File: src/rtl/lcd_char_queue_pkg.sv
// Shared field widths, entry layout and FSM encoding for the LCD character queue.
package lcd_char_queue_pkg;

   localparam int unsigned ASCII_W = 8;
   localparam int unsigned COORD_W = 9;
   localparam int unsigned COLOR_W = 16;
   localparam int unsigned ENTRY_W = ASCII_W + 2 * COORD_W + 1 + 2 * COLOR_W;

   localparam logic FONT_12X6 = 1'b0;
   localparam logic FONT_16X8 = 1'b1;

   typedef enum logic [1:0] {
      ST_IDLE,
      ST_ISSUE,
      ST_WAIT,
      ST_GAP
   } state_t;

   typedef struct packed {
      logic [ASCII_W-1:0] ascii;
      logic [COORD_W-1:0] x;
      logic [COORD_W-1:0] y;
      logic               size;
      logic [COLOR_W-1:0] fg;
      logic [COLOR_W-1:0] bg;
   } char_entry_t;

   function automatic char_entry_t pack_entry(
      input logic [ASCII_W-1:0] ascii,
      input logic [COORD_W-1:0] x,
      input logic [COORD_W-1:0] y,
      input logic               size,
      input logic [COLOR_W-1:0] fg,
      input logic [COLOR_W-1:0] bg
   );
      char_entry_t e;
      e.ascii = ascii;
      e.x     = x;
      e.y     = y;
      e.size  = size ? FONT_16X8 : FONT_12X6;
      e.fg    = fg;
      e.bg    = bg;
      return e;
   endfunction

endpackage

File: src/rtl/lcd_char_queue_fifo.sv
// Generic synchronous FIFO with flush and an occupancy count; not_full is a
// registered view of the next occupancy so it never lags the level.
module char_fifo_sync #(
   parameter int unsigned DEPTH = 16,
   parameter int unsigned WIDTH = 8,
   localparam int unsigned AW = (DEPTH > 1) ? $clog2(DEPTH) : 1,
   localparam int unsigned LW = $clog2(DEPTH + 1)
) (
   input  logic             clk,
   input  logic             rst_n,
   input  logic             flush,
   input  logic             push,
   input  logic [WIDTH-1:0] push_data,
   input  logic             pop,
   output logic [WIDTH-1:0] head,
   output logic [LW-1:0]    level,
   output logic             not_full,
   output logic             empty
);

   logic [WIDTH-1:0] mem [DEPTH];
   logic [AW-1:0]    wr_ptr;
   logic [AW-1:0]    rd_ptr;
   logic [LW-1:0]    level_next;
   logic             do_push;
   logic             do_pop;

   assign empty   = (level == '0);
   assign head    = mem[rd_ptr];
   assign do_push = push && not_full && !flush;
   assign do_pop  = pop && !empty && !flush;

   always_comb begin
      level_next = level;
      if (flush) begin
         level_next = '0;
      end else if (do_push && !do_pop) begin
         level_next = level + LW'(1);
      end else if (do_pop && !do_push) begin
         level_next = level - LW'(1);
      end
   end

   always_ff @(posedge clk or negedge rst_n) begin
      if (!rst_n) begin
         wr_ptr   <= '0;
         rd_ptr   <= '0;
         level    <= '0;
         not_full <= 1'b0;
      end else begin
         if (flush) begin
            wr_ptr <= '0;
            rd_ptr <= '0;
         end else begin
            if (do_push) wr_ptr <= wr_ptr + AW'(1);
            if (do_pop)  rd_ptr <= rd_ptr + AW'(1);
         end
         level    <= level_next;
         not_full <= (level_next != LW'(DEPTH));
      end
   end

   always_ff @(posedge clk) begin
      if (do_push) mem[wr_ptr] <= push_data;
   end

endmodule

File: src/rtl/lcd_char_queue.sv
// Queues character draw requests and issues them one at a time to lcd_show_char.
// Optional watchdog on the renderer handshake: define LCD_CHAR_QUEUE_TIMEOUT_EN.
module lcd_char_queue #(
   parameter int unsigned DEPTH          = 16,
   parameter int unsigned GAP_CYCLES     = 2,
   parameter int unsigned TIMEOUT_CYCLES = 2000000,
   localparam int unsigned LVL_W = $clog2(DEPTH + 1)
) (
   input  logic             sys_clk,
   input  logic             sys_rst_n,
   input  logic             init_done,
   input  logic             flush,
   input  logic             req_valid,
   output logic             req_ready,
   input  logic [7:0]       req_ascii,
   input  logic [8:0]       req_x,
   input  logic [8:0]       req_y,
   input  logic             req_size,
   input  logic [15:0]      req_fg,
   input  logic [15:0]      req_bg,
   input  logic             show_char_done,
   output logic             show_char_flag,
   output logic [7:0]       ascii_num,
   output logic [8:0]       start_x,
   output logic [8:0]       start_y,
   output logic             en_size,
   output logic [15:0]      front_color,
   output logic [15:0]      background_color,
   output logic [LVL_W-1:0] level,
   output logic             busy,
   output logic             timeout_err
);

   import lcd_char_queue_pkg::*;

   localparam int unsigned GW = $clog2(GAP_CYCLES + 2);

   if (DEPTH < 2 || (DEPTH & (DEPTH - 1)) != 0 || TIMEOUT_CYCLES == 0) begin : g_cfg_check
      $error("lcd_char_queue: DEPTH must be a power of two >= 2 and TIMEOUT_CYCLES nonzero");
   end

   state_t      state;
   state_t      state_next;
   logic [GW-1:0] gap_cnt;
   logic        pop;
   logic        fifo_empty;
   logic        wd_expired;
   char_entry_t push_entry;
   char_entry_t head;

   assign push_entry = pack_entry(req_ascii, req_x, req_y, req_size, req_fg, req_bg);

   char_fifo_sync #(
      .DEPTH (DEPTH),
      .WIDTH (ENTRY_W)
   ) u_fifo (
      .clk       (sys_clk),
      .rst_n     (sys_rst_n),
      .flush     (flush),
      .push      (req_valid),
      .push_data (push_entry),
      .pop       (pop),
      .head      (head),
      .level     (level),
      .not_full  (req_ready),
      .empty     (fifo_empty)
   );

   assign busy = (state != ST_IDLE) || !fifo_empty;

   always_comb begin
      state_next     = state;
      pop            = 1'b0;
      show_char_flag = 1'b0;
      case (state)
         ST_IDLE: begin
            if (init_done && !fifo_empty) begin
               pop        = 1'b1;
               state_next = ST_ISSUE;
            end
         end
         ST_ISSUE: begin
            show_char_flag = 1'b1;
            state_next     = ST_WAIT;
         end
         ST_WAIT: begin
            if (show_char_done || wd_expired) state_next = ST_GAP;
         end
         ST_GAP: begin
            if (gap_cnt <= GW'(1)) state_next = ST_IDLE;
         end
         default: state_next = ST_IDLE;
      endcase
   end

   // Output fields load only on a pop, so they stay stable through ISSUE/WAIT/GAP
   // even when the queue behind them is flushed or refilled.
   always_ff @(posedge sys_clk or negedge sys_rst_n) begin
      if (!sys_rst_n) begin
         state            <= ST_IDLE;
         gap_cnt          <= '0;
         ascii_num        <= '0;
         start_x          <= '0;
         start_y          <= '0;
         en_size          <= 1'b0;
         front_color      <= '0;
         background_color <= '0;
      end else begin
         state <= state_next;
         if (state == ST_WAIT && state_next == ST_GAP) begin
            gap_cnt <= GW'(GAP_CYCLES);
         end else if (state == ST_GAP && gap_cnt != '0) begin
            gap_cnt <= gap_cnt - GW'(1);
         end
         if (pop) begin
            ascii_num        <= head.ascii;
            start_x          <= head.x;
            start_y          <= head.y;
            en_size          <= head.size;
            front_color      <= head.fg;
            background_color <= head.bg;
         end
      end
   end

`ifdef LCD_CHAR_QUEUE_TIMEOUT_EN
   localparam int unsigned WD_W = $clog2(TIMEOUT_CYCLES + 1);

   logic [WD_W-1:0] wd_cnt;

   assign wd_expired = (wd_cnt == WD_W'(TIMEOUT_CYCLES - 1));

   always_ff @(posedge sys_clk or negedge sys_rst_n) begin
      if (!sys_rst_n) begin
         wd_cnt      <= '0;
         timeout_err <= 1'b0;
      end else begin
         if (state == ST_WAIT && !show_char_done && !wd_expired) begin
            wd_cnt <= wd_cnt + WD_W'(1);
         end else begin
            wd_cnt <= '0;
         end
         if (state == ST_WAIT && !show_char_done && wd_expired) begin
            timeout_err <= 1'b1;
         end
      end
   end
`else
   assign wd_expired  = 1'b0;
   assign timeout_err = 1'b0;
`endif

endmodule

File: config.mk
export PLATFORM = sky130hd
export DESIGN_NAME = lcd_char_queue
export DESIGN_NICKNAME = d
export VERILOG_FILES = /design/src/rtl/lcd_char_queue_pkg.sv /design/src/rtl/lcd_char_queue_fifo.sv /design/src/rtl/lcd_char_queue.sv
export SDC_FILE = /design/constraint.sdc
export NUM_CORES = 1
export LEC_CHECK = 0
export BUFFER_PORTS_ARGS = -buffer_cell sky130_fd_sc_hd__buf_4
export CAP_MARGIN = 20
export CORE_ASPECT_RATIO = 1.75
export CORE_MARGIN = 4
export CORE_UTILIZATION = 35
export CTS_BUF_LIST = sky130_fd_sc_hd__clkbuf_8
export CTS_CLUSTER_DIAMETER = 60
export DETAILED_ROUTE_END_ITERATION = 8
export PLACE_DENSITY_LB_ADDON = 0.05
export SLEW_MARGIN = 20
export SYNTH_ARGS = -nofsm -noshare
export SYNTH_HDL_FRONTEND = slang
export SYNTH_SLANG_ARGS = --single-unit
File: constraint.sdc
create_clock -name sys_clk -period 15.5 [get_ports sys_clk]
set_input_delay 3.1 -clock sys_clk [delete_from_list [all_inputs] [get_ports sys_clk]]
set_output_delay 3.1 -clock sys_clk [all_outputs]
set_load 0.02 [all_outputs]
==> results of run 1 <==
-- placed cells by master, fill, tap and decap left out, types with 4 or more instances in the layout --
master,netlist,layout
o221ai_1,59,59
o21ai_0,4,4
nand2b_1,4,4
edfxtp_1,944,944
clkbuf_8,0,169
ha_1,10,10
clkinv_2,0,11
buf_4,1,158
inv_1,8,70
bufinv_16,0,10
and2_4,0,12
clkinv_1,0,29
nor2_1,15,13
nand2_1,72,71
mux2i_1,121,121
mux4_2,236,236
xnor2_1,4,4
xor2_1,5,5
dfrtp_1,77,74
clkinvlp_4,0,6
-- cells by family (layout without fill, tap and decap cells) --
group	count (synthesis)	count (layout)	synth area share, %
AO/OA/AOI/OAI	74	74	1.61
XOR/XNOR	9	9	0.204
adder cells (fa/ha/maj)	10	10	0.323
buffers and inverters	101	459	1.11
flip-flops	1021	1021	78.3
multiplexers	358	358	16.9
other	1	4	0.00969
AND/OR/NAND/NOR	130	130	1.58
-- layout make-up --
| cell class | instances | area (um2) |
|---|---|---|
| Antenna cell | 3 | 7.51 |
| Inverter | 8 | 30.0 |
| Clock inverter | 120 | 759 |
| Tap cell | 1467 | 1840 |
| Timing Repair Buffer | 162 | 1260 |
| Clock buffer | 169 | 2330 |
| Sequential cell | 1021 | 30300 |
| Multi-Input combinational cell | 582 | 8050 |
| Fill cell | 9863 | 65400 |
-- through the flow --
step	hold slack, ns	cell area, um2	std cells
final	0.488	44600	3532
after global routing	0.516	44600	3530
after CTS	0.494	44500	3528
after detailed placement	0.475	41400	3239
after global placement	0.477	41400	3238
after floorplan	0.529	38700	1704
-- worst max-delay path, cell delays in order, from the launching register on --
cell,delay [ns]
dfrtp_1,0.45
inv_1,0.11
ha_1,0.13
nor4b_2,0.59
nand2_1,0.12
buf_4,0.19
-- state kept, by name, indices dropped and copies added, names as in the netlist --
name / cells
u_fifo.mem: 944
background_color: 16
front_color: 16
start_x: 9
start_y: 9
ascii_num: 8
u_fifo.level: 5
u_fifo.rd_ptr: 4
u_fifo.wr_ptr: 4
gap_cnt: 2
state: 2
en_size: 1
u_fifo.not_full: 1
-- routing by layer --
layer / track usage, % / part of all wire [%] / routed length (um)
met1: 21.0 / 39 / 38800
met2: 31.6 / 54 / 54000
met3: 4.23 / 4.8 / 4850
met4: 4.92 / 2.4 / 2440
met5: 0 / 0.039 / 39
-- power by group --
| group | internal (mW) | switching [mW] | leakage, nW | total, mW |
|---|---|---|---|---|
| Clock | 1.17 | 1.05 | 1.79 | 2.23 |
| Sequential | 3.12 | 0.107 | 9.45 | 3.22 |
| Combinational | 0.270 | 0.359 | 2.87 | 0.629 |
| Total | 4.56 | 1.52 | 14.1 | 6.08 |
-- worst min-delay path by stage --
stage                                    start                          to  slack, ns  cells past startpoint
floorplan                   state[1]$_DFF_PN0_          state[0]$_DFF_PN0_       0.53                      2
global placement        start_x[7]$_DFFE_PN0N_      start_x[7]$_DFFE_PN0N_       0.48                      2
detailed placement         en_size$_DFFE_PN0N_         en_size$_DFFE_PN0N_       0.48                      2
CTS                        en_size$_DFFE_PN0N_         en_size$_DFFE_PN0N_       0.49                      2
global route        front_color[4]$_DFFE_PN0N_  front_color[4]$_DFFE_PN0N_       0.52                      2
finish                     en_size$_DFFE_PN0N_         en_size$_DFFE_PN0N_       0.49                      2
==> reports/summary.txt, run 1 <==
clk buf depth = 3
Sink Count = 1021
effective utilization at floorplan = 35.2%
die span in x = 259 um
Routed WL = 100 mm
Worst Hold Class = register to register
Min Clock Period, post-route = 5.52 ns
Setup crit end = busy
TritonRoute pass-1 iters = 5
Syn-to-layout area delta = 15.2%
Slew @ Worst Pin = 1.11 ns
die area = 116000 um2
total CTS buffers = 157
outcome = completed
# DRC = 0
RSZ-0062 raised after global routing = false
leading area contributor after synthesis = edfxtp_1
critical path class = register to primary output
Post-DP HPWL = 55.3 mm
final hold vios = 0
via count = 18.0k
Post-synth EDFFs = 944
Critical Path AT = 2.42 ns
VDD IR-drop max = 0.0000899 V
R2R cell count = 5
share of layout cells above drive strength 1 = 30.2%
Max Freq = 181 MHz
number of global-route vias before repair = 20.0k
reg-to-reg startpoint = u_fifo.rd_ptr[0]$_DFFE_PN0P_
Mapped Nets = 1779
Slew Limit Fails = 0
Die H = 448 um
Max-Cap Viols = 0
peak fanout along the critical path = 7
Distinct cells, synth = 47
Post-CTS Setup Inserts = 0
Most used DFF post-synth = edfxtp_1
initial antenna violation count = 10
setup TNS = 0 ns
post_cts resized = 0
post-layout util = 40.5%
Routed WL per cell = 28.3 um
Slew headroom = 26.0%
most frequent cell after synthesis = edfxtp_1
total power = 6.08 mW
CTS H-tree depth = 4
root buf cell = clkbuf_8
Overflow after GRT = 0
P_leak = 14.1 nW
Critical Path Source = u_fifo.level[0]$_DFF_PN0_
final setup margin = 9.98 ns
Area contributors post-synth = edfxtp_1 73%, mux4_2 14%, dfrtp_1 5.0%, mux2i_1 3.1%, o221ai_1 1.3%
Setup crit end kind = primary output
Clock Latency Late Sink = 0.82 ns
post-synthesis sequential area ratio = 78.3%
Worst EP required = 12.40 ns
Hold Buf Count CTS = 0
largest net degree at the start of global routing = 138
global router's overall resource usage = 17.5%
I/O pins = 133
DP Worst Slack = 9.56 ns
# setup viols final = 0
top cell type's share of synthesized area = 73.3%
first-pass GRT wire length = 145 mm
commonest cells in the netlist = 944 x edfxtp_1, 236 x mux4_2, 121 x mux2i_1
Worst Skew = 0.0296 ns
Warnings, synthesis = 0
row count = 161
CTS tree = yes
RD Place Congestion = 0.710
Antenna Nets Post-Route = 0
reg-to-reg endpoint = front_color[9]$_DFFE_PN0N_
Mean Syn Cell Area = 22.7 um2
Core ar. = 110000 um2
clock-pin transition on the worst setup and hold timing paths = 0.07 ns
post-synthesis instance total = 1704
fin crit share = 35.6%
Port Buffers = 131
type of origin of the critical path = register
Final nets = 2007
setup slack, reg-to-reg = 11.66 ns
Avg Vias per Cell = 5.09
Syn Std Cell Area = 38700 um2
initial DRC count = 1072
PD cells = 136 nW/um2
register bit total from synthesis = 1021
asr flop ratio synth = 7.54%
Note: power is estimated with default switching activity, not from simulation.
==> run 2: changes to the inputs <==
==> constraint.sdc (replaced) <==
create_clock -name sys_clk -period 5.1 [get_ports sys_clk]
set_input_delay 1.02 -clock sys_clk [delete_from_list [all_inputs] [get_ports sys_clk]]
set_output_delay 1.02 -clock sys_clk [all_outputs]
set_load 0.02 [all_outputs]
==> reports/summary.txt, run 2 (synthesis results as in run 1) <==
outcome = completed (unchanged)
Worst EP required = 4.08 ns (was 12.40 ns)
number of global-route vias before repair = 20.1k (was 20.0k)
CTS tree = yes (unchanged)
total power = 18.3 mW (was 6.08 mW)
Placed Cells = 3255 (was 3239)
Syn-to-layout area delta = 15.7% (was 15.2%)
row count = 161 (unchanged)
TritonRoute pass-1 iters = 5 (unchanged)
first-pass GRT wire length = 144 mm (was 145 mm)
fin crit share = 68.3%
RSZ-0062 raised after global routing = false (unchanged)
commonest cells after routing, fill and taps aside = 944 x edfxtp_1, 236 x mux4_2, 170 x clkbuf_8 (was 944 x edfxtp_1, 236 x mux4_2, 169 x clkbuf_8)
Slew headroom = 31.8% (was 26.0%)
Final nets = 2023 (was 2007)
Setup crit end kind = primary output (unchanged)
Sink Count = 1021 (unchanged)
Hold Buf Count CTS = 0 (unchanged)
RD Place Congestion = 0.699 (was 0.710)
Max-Cap Viols = 0 (unchanged)
Max Freq = 287 MHz
Worst Skew = 0.0260 ns (was 0.0296 ns)
P_leak = 14.2 nW (was 14.1 nW)
post-layout util = 40.7% (was 40.5%)
Avg Vias per Cell = 5.09 (about the same)
Port Buffers = 131 (unchanged)
initial DRC count = 1143 (was 1072)
die area = 116000 um2 (unchanged)
# setup viols final = 0 (unchanged)
type of origin of the critical path = register (unchanged)
root buf cell = clkbuf_8 (unchanged)
Critical Path AT = 2.46 ns (was 2.42 ns)
largest register by flop count = u_fifo.mem (unchanged)
Antenna Nets Post-Route = 0 (unchanged)
Routed WL per cell = 27.8 um (was 28.3 um)
I/O pins = 133 (unchanged)
PD cells = 409 nW/um2 (was 136 nW/um2)
VDD IR-drop max = 0.000249 V (was 0.0000899 V)
via count = 18.1k (was 18.0k)
die span in x = 259 um (unchanged)
post-layout instance area = 44700 um2 (was 44600 um2)
max FFs per register = 944 (unchanged)
Post-CTS Setup Inserts = 0 (unchanged)
Die H = 448 um (unchanged)
global router's overall resource usage = 17.3% (was 17.5%)
post_cts resized = 0 (unchanged)
Worst Hold Class = input port to asynchronous set/reset pin (was register to register)
peak fanout along the critical path = 7 (unchanged)
setup TNS = 0 ns (unchanged)
Core ar. = 110000 um2 (unchanged)
DP Worst Slack = 1.43 ns (was 9.56 ns)
critical path class = register to primary output (unchanged)
Overflow after GRT = 0 (unchanged)
# fillers = 9871 (was 9863)
Post-DP HPWL = 53.4 mm (was 55.3 mm)
clk buf depth = 3 (unchanged)
Routed WL = 98.9 mm (was 100 mm)
largest net degree at the start of global routing = 73 (was 138)
total CTS buffers = 158 (was 157)
# DRC = 0 (unchanged)
Min Clock Period, post-route = 3.48 ns
Slew @ Worst Pin = 1.02 ns (was 1.11 ns)
commonest non-fill, non-tap cell in the layout = edfxtp_1 (unchanged)
setup slack, reg-to-reg = 2.04 ns (was 11.66 ns)
final std cells w/o fill = 3555 (was 3532)
CTS H-tree depth = 4 (unchanged)
Hold WS = 0.154 ns (was 0.488 ns)
effective utilization at floorplan = 35.2% (unchanged)
clock-pin transition on the worst setup and hold timing paths = 0.07 ns (about the same)
initial antenna violation count = 4 (was 10)
Largest regs = u_fifo.mem: 944 flops, background_color: 16 flops, front_color: 16 flops (unchanged)
final hold vios = 0 (unchanged)
dpl cell area = 41700 um2 (was 41400 um2)
share of layout cells above drive strength 1 = 31.1% (was 30.2%)
Clock Latency Late Sink = 0.84 ns (was 0.82 ns)
final setup margin = 1.62 ns (was 9.98 ns)
Slew Limit Fails = 0 (unchanged)
==> run 2: cell count changes in the layout (fill, tap and decap cells not counted), sizes merged <==
cell      before  now
bufinv        10    5
clkinvlp       6    5
diode          3    5
buf          162  177
inv           72   67
clkbuf       169  170
clkinv        40   56
==> run 2: routing by layer <==
| layer | vias to the layer above | GRT usage (%) | wire length, um |
|---|---|---|---|
| met5 | - | 0 | 16 |
| met3 | 131 | 3.65 | 4170 |
| met4 | 2 | 4.48 | 1750 |
| li1 | 7687 | - | - |
| met1 | 9864 | 22.4 | 41900 |
| met2 | 419 | 29.7 | 51100 |
==> run 2: critical path, stage by stage, from the launching register on <==
cell     delay, ns
dfrtp_1       0.45
inv_1         0.11
ha_1          0.15
nor4b_2       0.61
nand2_1       0.11
buf_4         0.19
==> run 2: final cells by class <==
cell class	instances	area [um2]	area share, %
clock inverters	125	687	1.54
flip-flops and latches	1021	30300	67.7
repair buffers	177	1490	3.34
inverters	8	30.0	0.0671
clock buffers	170	2340	5.23
diodes	5	12.5	0.0280
well taps	1467	1840	4.10
multi-input cells	582	8060	18.0
==> run 2: power by group <==
| part | leakage (nW) | internal [mW] | switching, mW |
|---|---|---|---|
| Sequential | 9.45 | 9.47 | 0.306 |
| Combinational | 2.97 | 0.831 | 1.09 |
| Clock | 1.74 | 3.35 | 3.25 |
| Total | 14.2 | 13.7 | 4.65 |
==> run 2: path summary, 6_finish.rpt <==
check / from / endpoint / cells after the start
max: u_fifo.level[0]$_DFF_PN0_ / busy / 5
min: sys_rst_n / u_fifo.level[3]$_DFF_PN0_ / 1
max reg2reg: u_fifo.level[0]$_DFF_PN0_ / u_fifo.not_full$_DFF_PN0_ / 7
min reg2reg: background_color[6]$_DFFE_PN0N_ / background_color[6]$_DFFE_PN0N_ / 2
max in group asynchronous: sys_rst_n / background_color[8]$_DFFE_PN0N_ / 2
min in group sys_clk: req_bg[4] / u_fifo.mem[8][4]$_DFFE_PP_ / 1
